==> src/rtl/pipeline_ctrl_if.sv <==
// Pipeline sequencer bus: per-stage stall requests and the MEM-stage
// exception report flow in, the stall vector, flush/redirect and the
// monitoring counters flow back out to the pipeline.
interface pipeline_ctrl_if;
  logic        stallreq_if;
  logic        stallreq_id;
  logic        stallreq_ex;
  logic        stallreq_mem;
  logic [31:0] excepttype;
  logic [31:0] cp0_epc;
  logic [5:0]  stall;
  logic        flush;
  logic [31:0] new_pc;
  logic        stall_timeout;
  logic [31:0] stall_cycles;
  logic [15:0] exc_count;

  // Pipeline stages: raise requests, consume stall/flush/redirect
  modport master (
    output stallreq_if, stallreq_id, stallreq_ex, stallreq_mem,
    output excepttype, cp0_epc,
    input  stall, flush, new_pc, stall_timeout, stall_cycles, exc_count
  );

  // Sequencer: arbitrates requests, produces stall/flush/redirect
  modport slave (
    input  stallreq_if, stallreq_id, stallreq_ex, stallreq_mem,
    input  excepttype, cp0_epc,
    output stall, flush, new_pc, stall_timeout, stall_cycles, exc_count
  );
endinterface

==> src/rtl/pipeline_ctrl.sv <==
// Central sequencer for the five-stage pipeline. Merges stage stall
// requests into a hold vector, converts MEM-stage exceptions into a
// one-cycle flush plus redirect PC, blocks re-entry for one recovery
// cycle, and keeps stall-duration and exception statistics.
module pipeline_ctrl #(
  parameter logic [31:0] EXC_VECTOR    = 32'h0000_0020,
  parameter logic [15:0] STALL_TIMEOUT = 16'd1024
) (
  input  logic           clk,
  input  logic           rst,
  pipeline_ctrl_if.slave bus
);

  // ERET is the only exception code that returns to EPC instead of the vector
  localparam logic [31:0] EXC_ERET = 32'h0000_000e;

  typedef enum logic [0:0] {
    ST_RUN     = 1'b0,
    ST_RECOVER = 1'b1
  } state_e;

  state_e      state_q;
  logic [15:0] run_cnt_q;
  logic [15:0] run_cnt_d;
  logic        timeout_q;
  logic        timeout_d;
  logic [31:0] stall_cycles_q;
  logic [31:0] stall_cycles_d;
  logic [15:0] exc_count_q;
  logic [15:0] exc_count_d;

  logic [5:0]  stall_req_s;
  logic [5:0]  stall_s;
  logic        exc_s;
  logic [31:0] new_pc_s;
  logic        stall_active_s;

  // Priority-encode stage requests: the deepest stalled stage wins,
  // holding itself and everything upstream of it
  always_comb begin
    stall_req_s = 6'b000000;
    if (bus.stallreq_mem) begin
      stall_req_s = 6'b011111;
    end else if (bus.stallreq_ex) begin
      stall_req_s = 6'b001111;
    end else if (bus.stallreq_id) begin
      stall_req_s = 6'b000111;
    end else if (bus.stallreq_if) begin
      stall_req_s = 6'b000011;
    end else begin
      stall_req_s = 6'b000000;
    end
  end

  // Accept exceptions only in RUN; an accepted exception overrides any stall
  // so the flush and redirect land on the same edge
  always_comb begin
    exc_s    = 1'b0;
    stall_s  = 6'b000000;
    new_pc_s = 32'h0000_0000;
    if (rst) begin
      exc_s    = 1'b0;
      stall_s  = 6'b000000;
      new_pc_s = 32'h0000_0000;
    end else if ((state_q == ST_RUN) && (bus.excepttype != 32'h0000_0000)) begin
      exc_s    = 1'b1;
      stall_s  = 6'b000000;
      new_pc_s = (bus.excepttype == EXC_ERET) ? bus.cp0_epc : EXC_VECTOR;
    end else begin
      exc_s    = 1'b0;
      stall_s  = stall_req_s;
      new_pc_s = 32'h0000_0000;
    end
  end

  assign stall_active_s = |stall_s;

  // Next values for the stall-run monitor and the statistics counters
  always_comb begin
    run_cnt_d      = 16'h0000;
    stall_cycles_d = stall_cycles_q;
    exc_count_d    = exc_count_q;
    if (!stall_active_s || exc_s) begin
      run_cnt_d = 16'h0000;
    end else if (run_cnt_q == 16'hFFFF) begin
      run_cnt_d = 16'hFFFF;
    end else begin
      run_cnt_d = run_cnt_q + 16'd1;
    end
    // Run counter is zero whenever the pipeline is not stalled, so this also
    // clears the flag on the edge after the stall is released
    timeout_d = (run_cnt_d >= STALL_TIMEOUT);
    if (stall_active_s) begin
      stall_cycles_d = stall_cycles_q + 32'd1;
    end else begin
      stall_cycles_d = stall_cycles_q;
    end
    if (exc_s) begin
      exc_count_d = exc_count_q + 16'd1;
    end else begin
      exc_count_d = exc_count_q;
    end
  end

  // Recovery FSM plus monitor/counter registers
  always_ff @(posedge clk) begin
    if (rst) begin
      state_q        <= ST_RUN;
      run_cnt_q      <= 16'h0000;
      timeout_q      <= 1'b0;
      stall_cycles_q <= 32'h0000_0000;
      exc_count_q    <= 16'h0000;
    end else begin
      case (state_q)
        ST_RUN:     state_q <= exc_s ? ST_RECOVER : ST_RUN;
        ST_RECOVER: state_q <= ST_RUN;
        default:    state_q <= ST_RUN;
      endcase
      run_cnt_q      <= run_cnt_d;
      timeout_q      <= timeout_d;
      stall_cycles_q <= stall_cycles_d;
      exc_count_q    <= exc_count_d;
    end
  end

  assign bus.stall         = stall_s;
  assign bus.flush         = exc_s;
  assign bus.new_pc        = new_pc_s;
  assign bus.stall_timeout = timeout_q;
  assign bus.stall_cycles  = stall_cycles_q;
  assign bus.exc_count     = exc_count_q;

endmodule

==> src/flat_wrapper.sv <==
// flat-port wrapper written by rule: the top's interface ports become plain ports
module pipeline_ctrl_flat 
#(
  parameter logic [31:0] EXC_VECTOR    = 32'h0000_0020,
  parameter logic [15:0] STALL_TIMEOUT = 16'd1024
)
  (clk, rst, bus_stallreq_if, bus_stallreq_id, bus_stallreq_ex, bus_stallreq_mem, bus_excepttype, bus_cp0_epc, bus_stall, bus_flush, bus_new_pc, bus_stall_timeout, bus_stall_cycles, bus_exc_count);
  pipeline_ctrl_if bus_i ();
  input  logic clk;
  input  logic rst;
  input wire logic [$bits(bus_i.stallreq_if)-1:0] bus_stallreq_if;
  input wire logic [$bits(bus_i.stallreq_id)-1:0] bus_stallreq_id;
  input wire logic [$bits(bus_i.stallreq_ex)-1:0] bus_stallreq_ex;
  input wire logic [$bits(bus_i.stallreq_mem)-1:0] bus_stallreq_mem;
  input wire logic [$bits(bus_i.excepttype)-1:0] bus_excepttype;
  input wire logic [$bits(bus_i.cp0_epc)-1:0] bus_cp0_epc;
  output wire logic [$bits(bus_i.stall)-1:0] bus_stall;
  output wire logic [$bits(bus_i.flush)-1:0] bus_flush;
  output wire logic [$bits(bus_i.new_pc)-1:0] bus_new_pc;
  output wire logic [$bits(bus_i.stall_timeout)-1:0] bus_stall_timeout;
  output wire logic [$bits(bus_i.stall_cycles)-1:0] bus_stall_cycles;
  output wire logic [$bits(bus_i.exc_count)-1:0] bus_exc_count;
  assign bus_i.stallreq_if = bus_stallreq_if;
  assign bus_i.stallreq_id = bus_stallreq_id;
  assign bus_i.stallreq_ex = bus_stallreq_ex;
  assign bus_i.stallreq_mem = bus_stallreq_mem;
  assign bus_i.excepttype = bus_excepttype;
  assign bus_i.cp0_epc = bus_cp0_epc;
  assign bus_stall = bus_i.stall;
  assign bus_flush = bus_i.flush;
  assign bus_new_pc = bus_i.new_pc;
  assign bus_stall_timeout = bus_i.stall_timeout;
  assign bus_stall_cycles = bus_i.stall_cycles;
  assign bus_exc_count = bus_i.exc_count;
  pipeline_ctrl #(.EXC_VECTOR(EXC_VECTOR), .STALL_TIMEOUT(STALL_TIMEOUT)) u_core (.clk(clk), .rst(rst), .bus(bus_i));
endmodule
==> config.mk <==
export PLATFORM = sky130hd
export DESIGN_NAME = pipeline_ctrl_flat
export DESIGN_NICKNAME = d
export VERILOG_FILES = /design/src/rtl/pipeline_ctrl_if.sv /design/src/rtl/pipeline_ctrl.sv /design/src/flat_wrapper.sv
export SDC_FILE = /design/constraint.sdc
export NUM_CORES = 1
export LEC_CHECK = 0
export BUFFER_PORTS_ARGS = -buffer_cell sky130_fd_sc_hd__buf_2
export CORE_MARGIN = 2
export CORE_UTILIZATION = 32
export DETAILED_ROUTE_END_ITERATION = 6
export PLACE_DENSITY = 0.63
export SYNTH_ARGS = -nofsm -noshare
export SYNTH_HDL_FRONTEND = slang
export SYNTH_SLANG_ARGS = --single-unit
==> constraint.sdc <==
create_clock -name clk -period 5.65 [get_ports clk]
set_input_delay 1.13 -clock clk [delete_from_list [all_inputs] [get_ports clk]]
set_output_delay 1.13 -clock clk [all_outputs]
set_load 0.02 [all_outputs]
==> flow_summary.rst, run 1 <==
.. list-table::
   :header-rows: 1

   * - Metric
     - Value
   * - Number of diodes
     - 0
   * - Worst Max-Slew Pin Slew
     - ~1300 ps
   * - Req. time, crit path
     - 4520 ps
   * - Leakage power total
     - 1.97 nW
   * - Worst Setup Slack, final
     - 1390 ps
   * - Finished layout cell area
     - 4940 um2
   * - Seq/Total Area, Yosys
     - 35.0%
   * - Die Area
     - 12,700 um2
   * - Detailed-route DRC error count
     - 0
   * - Library cells used by synthesis
     - 45
   * - Wire length of the first global-routing pass
     - 19,200 um
   * - Post-detailed-route wirelength per cell
     - 15.8 um
   * - Multi-input combinational cell area
     - 2250 um2
   * - Total global routing track utilization
     - 18.8%
   * - Status
     - finished clean
   * - Final Max Tran Viols
     - 0
   * - Arrival @ worst endpoint
     - 3130 ps
   * - Hold Vio Cnt, Final
     - 0
   * - Maximum number of pins on one net before global-route repair
     - 56
   * - Clk root buf
     - sky130_fd_sc_hd__clkbuf_16
   * - Worst-case clock skew
     - around 5.3 ps
   * - Final total negative setup slack
     - 0 ps
   * - Post-detailed-placement cell area
     - around 4600 um2
   * - Number of antenna violations at the first check in global routing
     - 0
   * - Final antenna-violating net count
     - 0
   * - Final Critical Period
     - 4260 ps
   * - Type of the most critical hold path
     - register to register
   * - Clock-pin slew on the worst setup and hold paths
     - 50 ps
   * - Starting utilization of the core area
     - 32.9%
   * - Die Wd
     - 113 um
   * - Net count after synthesis
     - 547
   * - Global placement routability congestion
     - 0.873
   * - Fmax
     - 235 MHz
   * - Post-detailed-routing wire length
     - 12,000 um
   * - Sequential Area
     - 1320 um2
   * - Area Overhead vs Synth
     - 31.0%
   * - Post-placement setup slack
     - 1410 ps
   * - Path type of the worst setup path
     - input port to primary output
   * - NumNets Final
     - 686
   * - Placeable core region
     - 11,500 um2
   * - Number of buffers inserted by port buffering
     - 156
   * - Combined area of all synthesized cells
     - 3770 um2
   * - Number of gates resized after CTS
     - 0
   * - Number of non-filler instances in the completed layout
     - 760
   * - Final Cycle Share
     - 75.4%
   * - Overall via count from detail_route
     - 4,231
   * - Drt initial violations
     - 378
   * - Half-perimeter wire length after detailed placement
     - 8880 um
   * - Number of buffers added by the clock tree synthesis step
     - 9
   * - Number of cells produced by synthesis
     - about 470
   * - Clk_lat worst skew
     - around 330 ps
   * - Number of optimization iterations in the first detailed-route pass
     - 5
   * - Synth warnings
     - 0
   * - Clock Sinks
     - 66
   * - Main flop type after synthesis
     - sky130_fd_sc_hd__dfxtp_1
   * - Avg Synthesized Cell Area
     - 7.96 um2
   * - Total congestion overflow
     - 0
   * - Power density over cell area
     - between 200 and 250 nW/um2
   * - Highest fanout seen on the critical path
     - 22
   * - CTS tree
     - yes
   * - Count of filler cells inserted in the layout
     - between 1k and 1.5k
   * - Synthesized flop and latch total
     - 66
   * - Final number of setup-violating endpoints
     - 0
   * - Worst setup EP type
     - primary output
   * - Placement row count
     - 39
   * - # Max-Cap Violations
     - 0
   * - Number of placed cells counting well taps
     - 745
   * - Unrepaired setup endpoints after global routing
     - false
   * - Via count of the first global-routing pass
     - roughly 3.8k
   * - # Post-CTS Setup Buffers
     - 0
   * - Largest voltage drop on the vdd net
     - 0.000151 V
   * - Hold-fix buffer count after cts
     - 0
   * - DIE HEIGHT
     - 113 um
   * - Max Buffers Root-to-Sink
     - 2
   * - Proportion of layout cells with a drive suffix above 1
     - 31.0%
   * - Startpoint Class
     - input port
   * - Slew headroom
     - between 10% and 20%
   * - Number of top-level pins
     - 158
   * - Share of the core filled with cells
     - 43.1%
   * - Per-cell via count in the routed design
     - around 5.6
   * - Number of synthesized flops with an enable pin
     - 0
   * - Number of levels in the clock H-tree
     - 3
   * - Share of synthesized flip-flops with an asynchronous set or reset
     - 0%
-- power by group --
group	switching [W]	internal [W]	total (W)	leakage [nW]
registers	0.00000464	0.000469	0.000474	0.532
logic	0.0000496	0.0000310	0.0000806	1.29
clock network	0.000202	0.000375	0.000576	0.152
-- layer usage --
metal,global-route usage [%],share of wire [%],up-vias
met1,22.4,40,1956
met2,33.4,52,174
met3,4.05,6.2,12
met4,6.18,1.5,0
li1,-,-,2089
met5,0,0,-
-- registers in the layout, indices dropped and copies added, names as in the netlist --
signal / count
u_core.bus.stall_cycles: 32
u_core.bus.exc_count: 16
u_core.bus.stall_timeout: 1
u_core.state_q: 1
u_core.run_cnt_q: 16
-- placed cells by master, fill, tap and decap left out, types with 19 or more instances in the layout --
cell and count:
sky130_fd_sc_hd__nor3_1 19, sky130_fd_sc_hd__nand4_1 30, sky130_fd_sc_hd__nor2_1 24, sky130_fd_sc_hd__dfxtp_1 66, sky130_fd_sc_hd__or4_1 28, sky130_fd_sc_hd__a21oi_1 46
sky130_fd_sc_hd__o31ai_1 36, sky130_fd_sc_hd__nand2_1 19, sky130_fd_sc_hd__and2_1 33, sky130_fd_sc_hd__buf_2 156, sky130_fd_sc_hd__nand3_1 29
-- final cells by class --
| type | instances | area share (%) |
|---|---|---|
| clock inverter | 2 | 0.709 |
| clock buffer | 13 | 5.47 |
| sequential | 66 | 26.7 |
| tap | 143 | 3.62 |
| inverter | 13 | 0.988 |
| multi-input combinational | 360 | 45.6 |
| timing repair buffer | 163 | 16.9 |
-- through the flow --
step                      power [W]  hold slack (ps)
final                       0.00113              464
after global placement     0.000563              442
after floorplan            0.000525              430
after CTS                   0.00114              467
after detailed placement   0.000565              460
after global routing        0.00118              493
-- worst paths after layout --
check | to | from | slack, ps | depth (start not counted)
hold reg to reg | u_core.run_cnt_q[0] | u_core.run_cnt_q[0] | 460 | 1
hold / removal | u_core.run_cnt_q[0] | u_core.run_cnt_q[0] | 460 | 1
setup / recovery | bus_stall[0] | bus_excepttype[1] | 1390 | 7
setup reg to reg | u_core.run_cnt_q[6] | u_core.run_cnt_q[0] | 3180 | 5
-- synthesized netlist by cell type, drive strengths merged (2+ instances only) --
cell    number  area share [%]
dfxtp       66              35
a21oi       47             6.3
o31ai       36             7.2
and2        33             5.5
nand4       30             5.0
clkbuf      29             2.9
nand3       29             3.8
or4         28             5.6
nor2        25             2.6
nand2       19             1.9
nor3        19             2.5
nor4        18             3.0
inv         13             1.3
o311ai       7             1.6
and3         6             1.0
buf          6             1.2
o21ai        6            0.80
or2          6             1.0
xor2         6             1.4
xnor2        5             1.2
and4         4            0.93
mux2         4             1.2
nor2b        4            0.66
a211oi       3            0.93
ha           3             1.0
o41ai        3            0.70
or3          3            0.50
a31oi        2            0.33
mux2i        2            0.53
o211ai       2            0.40
o21a         2            0.40
-- logic make-up after synthesis --
logic type | synth area share (%)
AOI/OAI and AO/OA | 19.4
xor gates and xnor gates | 2.55
adders and majority gates | 0.995
buffers and inverters | 5.41
DFF | 35.0
muxes | 1.73
other | 0.0994
and+or+nand+nor | 34.7
-- critical path: stages --
cell and delay (ps):
sky130_fd_sc_hd__buf_2 100, sky130_fd_sc_hd__or3_1 510, sky130_fd_sc_hd__a211oi_4 760, sky130_fd_sc_hd__nand2_1 100, sky130_fd_sc_hd__buf_4 250, sky130_fd_sc_hd__inv_1 100
sky130_fd_sc_hd__buf_2 160
No activity file was read; power rests on OpenSTA's default activity.
==> inputs of run 2 (changes only) <==
--- a/config.mk
+++ b/config.mk
@@ -9,7 +9,7 @@
 export CORE_MARGIN = 2
 export CORE_UTILIZATION = 32
 export DETAILED_ROUTE_END_ITERATION = 6
-export PLACE_DENSITY = 0.63
+export PLACE_DENSITY = 0.65
 export SYNTH_ARGS = -nofsm -noshare
 export SYNTH_HDL_FRONTEND = slang
 export SYNTH_SLANG_ARGS = --single-unit
==> constraint.sdc (replaced) <==
create_clock -name clk -period 3.7 [get_ports clk]
set_input_delay 0.74 -clock clk [delete_from_list [all_inputs] [get_ports clk]]
set_output_delay 0.74 -clock clk [all_outputs]
set_load 0.02 [all_outputs]
==> flow_summary.rst, run 2 (synthesis gave the netlist of run 1 again) <==
.. list-table::
   :header-rows: 1

   * - Metric
     - Value
   * - Most common cell after layout, fill and taps aside
     - sky130_fd_sc_hd__buf_2
   * - Final Critical Period
     - 3320 ps
   * - Post-route worst hold slack
     - 461 ps
   * - Fmax
     - around 300 MHz
   * - CTS tree
     - yes
   * - Slew headroom
     - 31.9%
   * - Wire length of the first global-routing pass
     - about 20,000 um
   * - Number of top-level pins
     - 158
   * - Clk_lat worst skew
     - 330 ps
   * - Multi-input combinational cell area
     - 2250 um2
   * - Area Overhead vs Synth
     - 31.7%
   * - Detailed-route DRC error count
     - 0
   * - NumNets Final
     - 689
   * - Number of buffers inserted by port buffering
     - 156
   * - Startpoint Class
     - input port
   * - Hold Vio Cnt, Final
     - 0
   * - # Max-Cap Violations
     - 0
   * - Worst Max-Slew Pin Slew
     - 1010 ps
   * - Clock-pin slew on the worst setup and hold paths
     - 50 ps
   * - Number of levels in the clock H-tree
     - 3
   * - Placement row count
     - 39
   * - Sequential Area
     - 1320 um2
   * - Leakage power total
     - 1.99 nW
   * - Post-detailed-routing wire length
     - 12,500 um
   * - Clock Sinks
     - 66
   * - Drt initial violations
     - 251
   * - Proportion of layout cells with a drive suffix above 1
     - 31.3%
   * - CP peak stage delay
     - 400 ps
   * - Post-detailed-route wirelength per cell
     - 16.4 um
   * - Path type of the worst setup path
     - input port to primary output
   * - Worst-case clock skew
     - around 6.0 ps
   * - Internal cell power
     - 0.00134 W
   * - Via count of the first global-routing pass
     - slightly below 4k
   * - Die Wd
     - 113 um
   * - Max Buffers Root-to-Sink
     - 2
   * - Largest voltage drop on the vdd net
     - 0.000189 V
   * - Worst Setup Slack, final
     - approximately 380 ps
   * - Number of placed cells counting well taps
     - approximately 750
   * - Most used cells in the layout excluding fill and tap cells
     - sky130_fd_sc_hd__buf_2 (156), sky130_fd_sc_hd__dfxtp_1 (66), sky130_fd_sc_hd__a21oi_1 (46)
   * - Arrival @ worst endpoint
     - 2580 ps
   * - Type of the most critical hold path
     - register to register
   * - P_sw
     - 0.000390 W
   * - Overall via count from detail_route
     - 4,291
   * - Die Area
     - between 10,000 and 15,000 um2
   * - Fraction of power consumed by sequential logic
     - 41.9%
   * - Half-perimeter wire length after detailed placement
     - 9370 um
   * - Req. time, crit path
     - 2960 ps
   * - Total Power
     - 0.00173 W
   * - Number of optimization iterations in the first detailed-route pass
     - 4
   * - Final number of setup-violating endpoints
     - 0
   * - Power density over cell area
     - 348 nW/um2
   * - Final antenna-violating net count
     - 0
   * - Max FFs per register
     - 32
   * - Final Max Tran Viols
     - 0
   * - Hold-fix buffer count after cts
     - 0
   * - Highest fanout seen on the critical path
     - 31
   * - Final Cycle Share
     - 89.8%
   * - Starting utilization of the core area
     - 32.9%
   * - Clk pwr share
     - slightly above 50%
   * - Unrepaired setup endpoints after global routing
     - false
   * - Clk root buf
     - sky130_fd_sc_hd__clkbuf_16
   * - Total congestion overflow
     - 0
   * - Final total negative setup slack
     - 0 ps
   * - Number of antenna violations at the first check in global routing
     - 3
   * - Number of gates resized after CTS
     - 0
   * - Part of the total power dissipated in combinational logic
     - between 7 and 8%
   * - Cells along the critical path
     - buf_2 -> nor4_1 -> nand4_1 -> nor2_1 -> nor4b_2 -> buf_4 -> and2_1 -> buf_2
   * - Cell type with the highest occurrence count on the critical path
     - sky130_fd_sc_hd__buf_2
   * - Status
     - finished clean
   * - Number of buffers added by the clock tree synthesis step
     - 9
   * - Slowest cell on crit path
     - sky130_fd_sc_hd__nor4_1
   * - Maximum number of pins on one net before global-route repair
     - 56
   * - Global placement routability congestion
     - a little over 0.9
   * - Number of non-filler instances in the completed layout
     - 765
   * - Worst setup EP type
     - primary output
   * - Post-placement setup slack
     - 371 ps
   * - Total global routing track utilization
     - between 10% and 20%
   * - Count of filler cells inserted in the layout
     - 1,156
   * - Per-cell via count in the routed design
     - 5.61
   * - Placeable core region
     - roughly 11,000 um2
   * - Fraction of power spent switching nets
     - 22.6%
   * - DIE HEIGHT
     - 113 um
   * - # Post-CTS Setup Buffers
     - 0
run 2: layout make-up:
cell class	instances	share of cell area [%]
flip-flops and latches	66	26.6
clock buffers	13	5.44
inverters	13	0.982
multi-input cells	360	45.3
well taps	143	3.60
diodes	2	0.101
repair buffers	166	17.2
clock inverters	2	0.705
run 2: power by group through the flow:
stage	Sequential [W]	Clock [W]	Combinational [W]
2_1_floorplan	0.000741	0	0.0000616
4_1_cts	0.000724	0.000891	0.000128
3_5_place_dp	0.000739	0	0.000128
3_3_place_gp	0.000739	0	0.000125
5_1_grt	0.000725	0.000922	0.000138
6_report	0.000724	0.000875	0.000127
run 2: metrics by stage:
stage / utilization, % / instance area (um2)
after floorplan: - / 3770
after global placement: 40.6 / 4660
after detailed placement: 40.6 / 4660
after CTS: 43.3 / 4960
after global routing: 43.3 / 4970
final: 43.3 / 4970
run 2: final timing paths:
check	depth (start not counted)	slack, ps	startpoint	end
setup / recovery	8	380	bus_excepttype[13]	bus_new_pc[11]
hold / removal	1	460	u_core.bus.stall_cycles[31]	u_core.bus.stall_cycles[31]
setup reg to reg	5	1200	u_core.run_cnt_q[0]	u_core.run_cnt_q[0]
hold reg to reg	1	460	u_core.bus.stall_cycles[31]	u_core.bus.stall_cycles[31]
run 2: critical path: cells and delay by family:
kind	cells	cell delay (ps)
buffers and inverters	3	550
and+or+nand+nor	5	1290
run 2: routing by layer:
layer	GRT usage, %	vias to the layer above	routed length [um]
li1	-	2091	-
met1	23.4	2034	5290
met2	32.1	145	6080
met3	4.97	21	757
met4	7.97	0	393
met5	0	-	0
